--- src/rtl/wb_byte_master.sv ---
// wb_byte_master: byte-addressed request port to a 16-bit Wishbone classic initiator with split word cycles and ack timeout
module wb_byte_master #(
  parameter int TIMEOUT = 255,
  parameter int TO_W = 8
) (
  input  logic        wb_clk_i,
  input  logic        wb_rst_ni,
  input  logic        req_i,
  input  logic        req_we_i,
  input  logic        req_byte_i,
  input  logic [19:0] req_adr_i,
  input  logic [15:0] req_dat_i,
  output logic [15:0] req_dat_o,
  output logic        req_done_o,
  output logic        req_err_o,
  output logic        busy_o,
  output logic [15:0] wb_dat_o,
  input  logic [15:0] wb_dat_i,
  output logic [19:0] wb_adr_o,
  output logic [1:0]  wb_sel_o,
  output logic        wb_we_o,
  output logic        wb_cyc_o,
  output logic        wb_stb_o,
  input  logic        wb_ack_i
);
  typedef enum logic [2:0] {IDLE, CYC1, GAP, CYC2, DONE} state_t;
  state_t state, nxt;
  logic byte_q;
  logic [19:0] adr_q;
  logic [7:0] dat_hi;
  logic [15:0] res, res_n, wdat_n, rdat_n;
  logic [TO_W-1:0] cnt;
  logic [19:0] wadr_n;
  logic [1:0] sel_n;
  logic split, in_cyc, acked, tmo, ent1, ent2, cyc_n;
  assign split = ~byte_q & adr_q[0];
  assign in_cyc = state == CYC1 || state == CYC2;
  assign acked = in_cyc & wb_ack_i;
  assign tmo = in_cyc & ~wb_ack_i & (cnt == TO_W'(TIMEOUT - 1));
  assign ent1 = state == IDLE && req_i;
  assign ent2 = state == GAP;
  always_comb begin
    nxt = state;
    case (state)
      IDLE:    nxt = req_i ? CYC1 : IDLE;
      CYC1:    nxt = wb_ack_i ? (split ? GAP : DONE) : (tmo ? DONE : CYC1);
      GAP:     nxt = CYC2;
      CYC2:    nxt = (wb_ack_i || tmo) ? DONE : CYC2;
      DONE:    nxt = IDLE;
      default: nxt = IDLE;
    endcase
  end
  assign cyc_n = nxt == CYC1 || nxt == CYC2;
  // a split word takes its low byte from the high lane of CYC1 and its high byte from the low lane of CYC2
  assign res_n = !acked ? res :
                 state == CYC2 ? {wb_dat_i[7:0], res[7:0]} :
                 byte_q ? {8'h00, adr_q[0] ? wb_dat_i[15:8] : wb_dat_i[7:0]} :
                 split ? {res[15:8], wb_dat_i[15:8]} : wb_dat_i;
  assign wadr_n = ent1 ? {1'b0, req_adr_i[19:1]} :
                  ent2 ? {1'b0, adr_q[19:1] + 19'd1} : wb_adr_o;
  assign sel_n = ent1 ? (req_adr_i[0] ? 2'b10 : (req_byte_i ? 2'b01 : 2'b11)) :
                 ent2 ? 2'b01 : wb_sel_o;
  assign wdat_n = ent1 ? (req_byte_i ? {2{req_dat_i[7:0]}} :
                          req_adr_i[0] ? {req_dat_i[7:0], 8'h00} : req_dat_i) :
                  ent2 ? {8'h00, dat_hi} : wb_dat_o;
  assign rdat_n = nxt == DONE ? (tmo ? 16'hFFFF : res_n) : req_dat_o;
  always_ff @(posedge wb_clk_i or negedge wb_rst_ni)
    if (!wb_rst_ni) state <= IDLE;
    else state <= nxt;
  always_ff @(posedge wb_clk_i or negedge wb_rst_ni)
    if (!wb_rst_ni) begin
      byte_q     <= 1'b0;
      adr_q      <= '0;
      dat_hi     <= '0;
      res        <= '0;
      cnt        <= '0;
      req_dat_o  <= '0;
      req_done_o <= 1'b0;
      req_err_o  <= 1'b0;
      busy_o     <= 1'b0;
      wb_dat_o   <= '0;
      wb_adr_o   <= '0;
      wb_sel_o   <= '0;
      wb_we_o    <= 1'b0;
      wb_cyc_o   <= 1'b0;
      wb_stb_o   <= 1'b0;
    end else begin
      if (ent1) begin
        byte_q  <= req_byte_i;
        adr_q   <= req_adr_i;
        dat_hi  <= req_dat_i[15:8];
        wb_we_o <= req_we_i;
      end
      cnt        <= in_cyc ? cnt + TO_W'(1) : '0;
      res        <= res_n;
      req_dat_o  <= rdat_n;
      req_done_o <= nxt == DONE;
      req_err_o  <= tmo;
      busy_o     <= nxt != IDLE;
      wb_dat_o   <= wdat_n;
      wb_adr_o   <= wadr_n;
      wb_sel_o   <= sel_n;
      wb_cyc_o   <= cyc_n;
      wb_stb_o   <= cyc_n;
    end
endmodule

--- config.mk ---
export PLATFORM = sky130hd
export DESIGN_NAME = wb_byte_master
export DESIGN_NICKNAME = d
export VERILOG_FILES = /design/src/rtl/wb_byte_master.sv
export SDC_FILE = /design/constraint.sdc
export NUM_CORES = 1
export LEC_CHECK = 0
export BUFFER_PORTS_ARGS = -buffer_cell sky130_fd_sc_hd__buf_2
export CORE_UTILIZATION = 30
export CTS_CLUSTER_DIAMETER = 80
export CTS_CLUSTER_SIZE = 10
export DETAILED_ROUTE_END_ITERATION = 10
export PLACE_DENSITY_LB_ADDON = 0.15
export SLEW_MARGIN = 20
export SYNTH_ARGS = -nofsm -noshare
export SYNTH_HDL_FRONTEND = slang
export SYNTH_SLANG_ARGS = --single-unit
--- constraint.sdc ---
create_clock -name wb_clk_i -period 1.8 [get_ports wb_clk_i]
set_input_delay 0 -clock wb_clk_i [delete_from_list [all_inputs] [get_ports wb_clk_i]]
set_output_delay 0 -clock wb_clk_i [all_outputs]
set_load 0.03 [all_outputs]
==> results of run 1 <==
power breakdown:
group | internal, uW | switching (uW) | total, uW | leakage [uW]
clock network | 1150 | 890 | 2040 | 0.000145
registers | 3460 | 742 | 4200 | 0.00130
logic | 2040 | 3520 | 5560 | 0.00179
total | 6650 | 5150 | 11800 | 0.00324
worst max-delay path: stages, from the launching register on:
cell and delay, ns:
dfrtp_1 0.37, ha_2 0.21, nand3_4 0.09, or4_4 0.62, nor2_4 0.15, xnor2_2 0.12, o221ai_2 0.10
placed cells by master, fill, tap and decap left out, types with 17 or more instances in the layout:
master,Yosys,routed
nand2_1,123,123
buf_2,7,115
dfrtp_1,106,103
nor2_1,58,57
dlygate4sd3_1,0,46
a21oi_1,30,30
buf_4,3,29
o21ai_0,25,24
mux2i_1,17,17
per-stage QoR:
stage	worst slack [ns]	util (%)	cell area (um^2)	total power [uW]	std cells
3_5_place_dp	0.0849	36.8	5850	9680	846
4_1_cts	0.0777	41.7	6620	11800	908
5_1_grt	-0.0622	42.1	6690	12700	911
6_report	0.0157	42.1	6690	11800	911
2_1_floorplan	0.107	-	4870	7790	517
3_3_place_gp	0.114	36.8	5850	9560	846
metal layers:
layer | wire [um] | global-route usage [%] | vias to the layer above
li1 | - | - | 2098
met1 | 6120 | 20.9 | 1990
met2 | 6060 | 26.7 | 101
met3 | 570 | 3.88 | 20
met4 | 277 | 7.20 | 0
met5 | 0 | 0 | -
sequential cells by signal, summed over array words and instances (netlist names):
name,flops
adr_q,20
busy_o,1
byte_q,1
cnt,8
dat_hi,8
req_dat_o,16
req_done_o,1
req_err_o,1
res,8
state,3
wb_adr_o,19
wb_dat_o,16
wb_sel_o,2
wb_stb_o,1
wb_we_o,1
worst max-delay path by stage:
stage	depth (start not counted)	to	from
2_1_floorplan	7	wb_adr_o[14]$_DFFE_PN0P_	adr_q[1]$_DFFE_PN0P_
3_3_place_gp	6	wb_adr_o[14]$_DFFE_PN0P_	adr_q[2]$_DFFE_PN0P_
3_5_place_dp	6	wb_adr_o[14]$_DFFE_PN0P_	adr_q[2]$_DFFE_PN0P_
4_1_cts	6	wb_adr_o[14]$_DFFE_PN0P_	adr_q[2]$_DFFE_PN0P_
5_1_grt	6	wb_adr_o[14]$_DFFE_PN0P_	adr_q[2]$_DFFE_PN0P_
6_report	6	wb_adr_o[14]$_DFFE_PN0P_	adr_q[2]$_DFFE_PN0P_
logic make-up after synthesis:
group,synth area share [%]
AOI/OAI and AO/OA,13.6
xor gates and xnor gates,3.96
adders and majority gates,0.771
buffers and inverters,3.49
DFF,54.5
muxes,3.49
other,0.0770
and+or+nand+nor,20.1
final cells by class:
| type | instances | area, um^2 | area share (%) |
|---|---|---|---|
| repair buffers | 195 | 1350 | 20.1 |
| inverters | 5 | 18.8 | 0.281 |
| clock buffers | 12 | 256 | 3.83 |
| flip-flops and latches | 106 | 2660 | 39.7 |
| multi-input cells | 373 | 2090 | 31.3 |
| well taps | 216 | 270 | 4.04 |
| clock inverters | 4 | 50.0 | 0.748 |
cell usage after synthesis, drive strengths merged (2+ instances only):
library cell / number
nand3: 11
a22oi: 12
a211o: 8
clkbuf: 16
o211ai: 4
nand3b: 2
xor2: 12
xnor2: 10
a31oi: 4
nand4: 5
nand2b: 2
ha: 3
a211oi: 8
a21oi: 30
nor2: 59
inv: 5
o21ai: 31
buf: 17
and3: 3
dfrtp: 106
o221ai: 3
nand2: 123
nor2b: 3
nor3: 13
mux2i: 17
repair_timing:
action                                  in CTS  in global routing
hold endpoints to repair                   100                  0
buffers inserted                             0                  3
endpoints found under the setup margin       0                 14
gates resized for setup                      0                 13
hold buffers                                46                  0
==> flow_metrics.env, run 1 <==
export IMPL_status="complete, no violations"
export IMPL_synth_ff_type="dfrtp_1"
export IMPL_grt_usage_pct=16.5
export IMPL_period_needed_ns=1.78
export IMPL_avgSynthCellArea_um2=9.42
export IMPL_fmax_ghz=0.560
export IMPL_vias=4209
export IMPL_drtIter0Drc=194
export IMPL_ir_drop_mv=0.625
export IMPL_slew_violations=0
export IMPL_relSlewSlack_pct=60.9
export IMPL_reg2reg_to="wb_adr_o[14]$_DFFE_PN0P_"
export IMPL_core_mm2=0.0159
export IMPL_synth_top_area_share_pct=54.5
export IMPL_finalSetupViolCount=0
export IMPL_ys_async_sr_fraction_pct=100
export IMPL_n_antenna_cell=0
export IMPL_die_h_um=129
export IMPL_cts_buffers=9
export IMPL_rr_startpoint="adr_q[2]$_DFFE_PN0P_"
export IMPL_grt_pass1_wl_mm=20.9
export IMPL_syn_to_final_growth_pct=37.4
export IMPL_cts_root_buf="clkbuf_16"
export IMPL_num_fill_cells=1614
export IMPL_vias_per_cell=4.62
export IMPL_start_util_pct=30.7
export IMPL_numPortBuffers=116
export IMPL_drc=0
export IMPL_clk_latency_ns=0.35
export IMPL_yosysTopAreaCell="dfrtp_1"
export IMPL_cp_arrival_ns=2.01
export IMPL_gp_congestion=0.769
export IMPL_syn_area_mm2=0.00487
export IMPL_firstDrtPassIters=4
export IMPL_worst_setup_path_end_kind="flip-flop"
export IMPL_rsz0062_at_grt="yes"
export IMPL_power_leakage_uw=0.00324
export IMPL_reg2reg_depth=6
export IMPL_die_x_um=129
export IMPL_min_path_type="primary input to flip-flop"
export IMPL_yosys_top_cells_area="dfrtp_1, nand2_1, nor2_1, mux2i_1, a21oi_1"
export IMPL_whs_path_depth=3
export IMPL_tightest_slew_ns=0.586
export IMPL_grt_pass1_vias=4246
export IMPL_hold_slack_ns=0.0182
export IMPL_powerDensity_mw_per_mm2=1770
export IMPL_crit_type="flip-flop to flip-flop"
export IMPL_htreeDepth=3
export IMPL_antenna_found_initial=0
export IMPL_drive_gt1_share_pct=26.5
export IMPL_cts_max_path_buffers=2
export IMPL_maxCapViolations=0
export IMPL_startpoint_type="flip-flop"
export IMPL_cts_tree="done"
export IMPL_syn_nets=578
export IMPL_fin_crit_sh_pct=99.1
export IMPL_reg2reg_slack_ns=0.02
export IMPL_rows=46
export IMPL_clkTransAtPathRegs_ns=0.07
export IMPL_die_area_mm2=0.0167
export IMPL_ant_nets=0
export IMPL_hpwl_mm=9.29
export IMPL_whs_endpoint="res[7]$_DFF_PN0_"
export IMPL_ys_ff_latch=106
export IMPL_worstPathMaxFanout=5
export IMPL_nNetsFinal=751
export IMPL_clock_sinks=106
export IMPL_io_pins=118
export IMPL_synth_warnings=0
export IMPL_synth_edf_count=0
export IMPL_seq_area_frac_synth_pct=54.5
export IMPL_fin_worst_skew_ns=0.00820
export IMPL_wire_per_inst_um=14.3
export IMPL_finalHoldViolCount=0
export IMPL_synthCells=517
export IMPL_hp_start="wb_dat_i[7]"
export IMPL_grt_max_degree=49
export IMPL_ys_types=45
export IMPL_grt_ovfl_total=0
export IMPL_routed_wirelength_mm=13.0
export IMPL_required_ns=2.03
export IMPL_fin_setup_tns_ns=0
Note: power is estimated with default switching activity, not from simulation.
==> inputs of run 2 (changes only) <==
==> constraint.sdc (replaced) <==
create_clock -name wb_clk_i -period 1.85 [get_ports wb_clk_i]
set_input_delay 0 -clock wb_clk_i [delete_from_list [all_inputs] [get_ports wb_clk_i]]
set_output_delay 0 -clock wb_clk_i [all_outputs]
set_load 0.03 [all_outputs]
==> run 2 against run 1 <==
  * Core utilization shrank 1.1 points
  * Flip-flop and latch count did not move
  * Design area shrank 2.5%
  * Die area unchanged
  * Non-clock buffer count decreased by 9
  * Largest power group unchanged
  * Register-to-register slack improved by 0.09 ns
  * Worst hold slack worse by 0.0084 ns
  * Critical path type unchanged
  * Global-route usage shrank 0.098 points
  * Cell count decreased by 1.2%
  * Clock power down 8%
  * Clock skew decreased by 0.0021 ns
  * Power shrank 5.3%
==> flow_metrics.env, run 2 (same netlist as run 1, synthesis figures left out) <==
export IMPL_status="complete, no violations"
export IMPL_relSlewSlack_pct=58.5
export IMPL_antenna_found_initial=0
export IMPL_fin_setup_tns_ns=0
export IMPL_nNetsFinal=742
export IMPL_grt_usage_pct=16.4
export IMPL_critPathBufInv=0
export IMPL_largest_reg_flops=20
export IMPL_worst_setup_path_end_kind="flip-flop"
export IMPL_ir_drop_mv=0.754
export IMPL_fin_crit_sh_pct=94.3
export IMPL_max_stage_delay_ns=0.56
export IMPL_dr_wl_met2_mm=6.10
export IMPL_firstDrtPassIters=4
export IMPL_die_x_um=129
export IMPL_hpwl_mm=9.10
export IMPL_finalSetupViolCount=0
export IMPL_fmax_ghz=0.573
export IMPL_gp_congestion=0.776
export IMPL_grt_ovfl_total=0
export IMPL_worstPathCellList="ha_2 > nand3_2 > or4_4 > nor2_2 > xnor2_1 > o221ai_2"
export IMPL_die_h_um=129
export IMPL_top_register="adr_q"
export IMPL_die_area_mm2=0.0167
export IMPL_grt_pass1_wl_mm=21.1
export IMPL_required_ns=2.07
export IMPL_final_util_pct=41.0
export IMPL_num_fill_cells=1650
export IMPL_clkTransAtPathRegs_ns=0.07
export IMPL_post_place_ws_ns=0.0808
export IMPL_rsz0062_at_grt="yes"
export IMPL_drive_gt1_share_pct=24.9
export IMPL_hold_slack_ns=0.00985
export IMPL_crit_slowest_cell="or4_4"
export IMPL_cp_arrival_ns=1.97
export IMPL_final_cell_mix="nand2_1, buf_2, dfrtp_1"
export IMPL_startpoint_type="flip-flop"
export IMPL_fin_worst_skew_ns=0.00609
export IMPL_routed_top_layer="met4"
export IMPL_powerDensity_mw_per_mm2=1710
export IMPL_cts_max_path_buffers=2
export IMPL_worstPathMaxFanout=5
export IMPL_n_antenna_cell=0
export IMPL_grt_max_degree=44
export IMPL_route_met3_wl_um=562
export IMPL_wire_per_inst_um=14.3
export IMPL_slew_violations=0
export IMPL_clock_sinks=106
export IMPL_critical_path_top_delay_family="simple AND/OR/NAND/NOR gates"
export IMPL_drc=0
export IMPL_tightest_slew_ns=0.622
export IMPL_vias=4203
export IMPL_core_mm2=0.0159
export IMPL_start_util_pct=30.7
export IMPL_power_leakage_uw=0.00318
export IMPL_vias_per_cell=4.67
export IMPL_io_pins=118
export IMPL_maxCapViolations=0
export IMPL_grt_pass1_vias=4292
export IMPL_final_common_cell="nand2_1"
export IMPL_wl_met1_mm=5.98
export IMPL_routed_wirelength_mm=12.9
export IMPL_finalHoldViolCount=0
export IMPL_clk_latency_ns=0.35
export IMPL_cts_root_buf="clkbuf_16"
export IMPL_ant_nets=0
export IMPL_setup_slack_ns=0.106
export IMPL_cts_buffers=9
export IMPL_cts_tree="done"
export IMPL_drtIter0Drc=234
export IMPL_period_needed_ns=1.74
export IMPL_syn_to_final_growth_pct=33.9
export IMPL_rows=46
export IMPL_htreeDepth=3
export IMPL_top_regs="adr_q x20, wb_adr_o x19"
export IMPL_min_path_type="primary input to flip-flop"
export IMPL_numPortBuffers=116
export IMPL_crit_type="flip-flop to flip-flop"
-- run 2: what timing repair did --
| action | in CTS | in global routing |
|---|---|---|
| hold buffers | 42 | 0 |
| setup buffers | 0 | 1 |
| setup endpoints to repair | 0 | 3 |
| resized for setup | 0 | 3 |
| hold endpoints to repair | 105 | 0 |
-- run 2: tightest hold or removal path, cell delays in order --
cell and delay [ns]:
buf_2 0.09, mux2i_1 0.08, a21oi_1 0.15
-- run 2: path summary, 6_finish.rpt --
| kind | startpoint | to | slack [ns] | depth (start not counted) |
|---|---|---|---|---|
| worst max-delay path | adr_q[2]$_DFFE_PN0P_ | wb_adr_o[14]$_DFFE_PN0P_ | 0.11 | 6 |
| worst min-delay path | wb_dat_i[6] | res[6]$_DFF_PN0_ | 0.01 | 3 |
| worst max register to register | adr_q[2]$_DFFE_PN0P_ | wb_adr_o[14]$_DFFE_PN0P_ | 0.11 | 6 |
| worst min register to register | dat_hi[3]$_DFFE_PN0P_ | dat_hi[3]$_DFFE_PN0P_ | 0.48 | 2 |
| max in group asynchronous | wb_rst_ni | cnt[4]$_DFF_PN0_ | 0.99 | 3 |
| min in group asynchronous | wb_rst_ni | wb_dat_o[13]$_DFFE_PN0P_ | 0.21 | 2 |
-- run 2: where the power goes --
part / leakage [uW] / switching, uW / total, uW / internal [uW]
clock network: 0.000131 / 832 / 1870 / 1030
logic: 0.00174 / 3390 / 5250 / 1860
registers: 0.00130 / 703 / 4070 / 3360
-- run 2: routing by layer --
| layer | GRT usage [%] | vias to the layer above |
|---|---|---|
| li1 | - | 2078 |
| met1 | 21.0 | 2015 |
| met2 | 27.4 | 95 |
| met3 | 2.93 | 15 |
| met4 | 6.51 | 0 |
| met5 | 0 | - |
-- run 2: per-stage QoR --
| step | area [um^2] | std cells | power, uW |
|---|---|---|---|
| after floorplan | 4870 | 517 | 7580 |
| after global placement | 5800 | 843 | 9200 |
| after detailed placement | 5800 | 843 | 9300 |
| after CTS | 6500 | 899 | 11300 |
| after global routing | 6520 | 900 | 12000 |
| final | 6520 | 900 | 11200 |
-- run 2: final cells by class --
type | instances | area (um^2) | area share [%]
Tap cell | 216 | 270 | 4.15
Multi-Input combinational cell | 373 | 2060 | 31.7
Clock inverter | 3 | 42.5 | 0.652
Timing Repair Buffer | 186 | 1240 | 19.0
Sequential cell | 106 | 2650 | 40.7
Inverter | 5 | 18.8 | 0.288
Clock buffer | 11 | 233 | 3.57
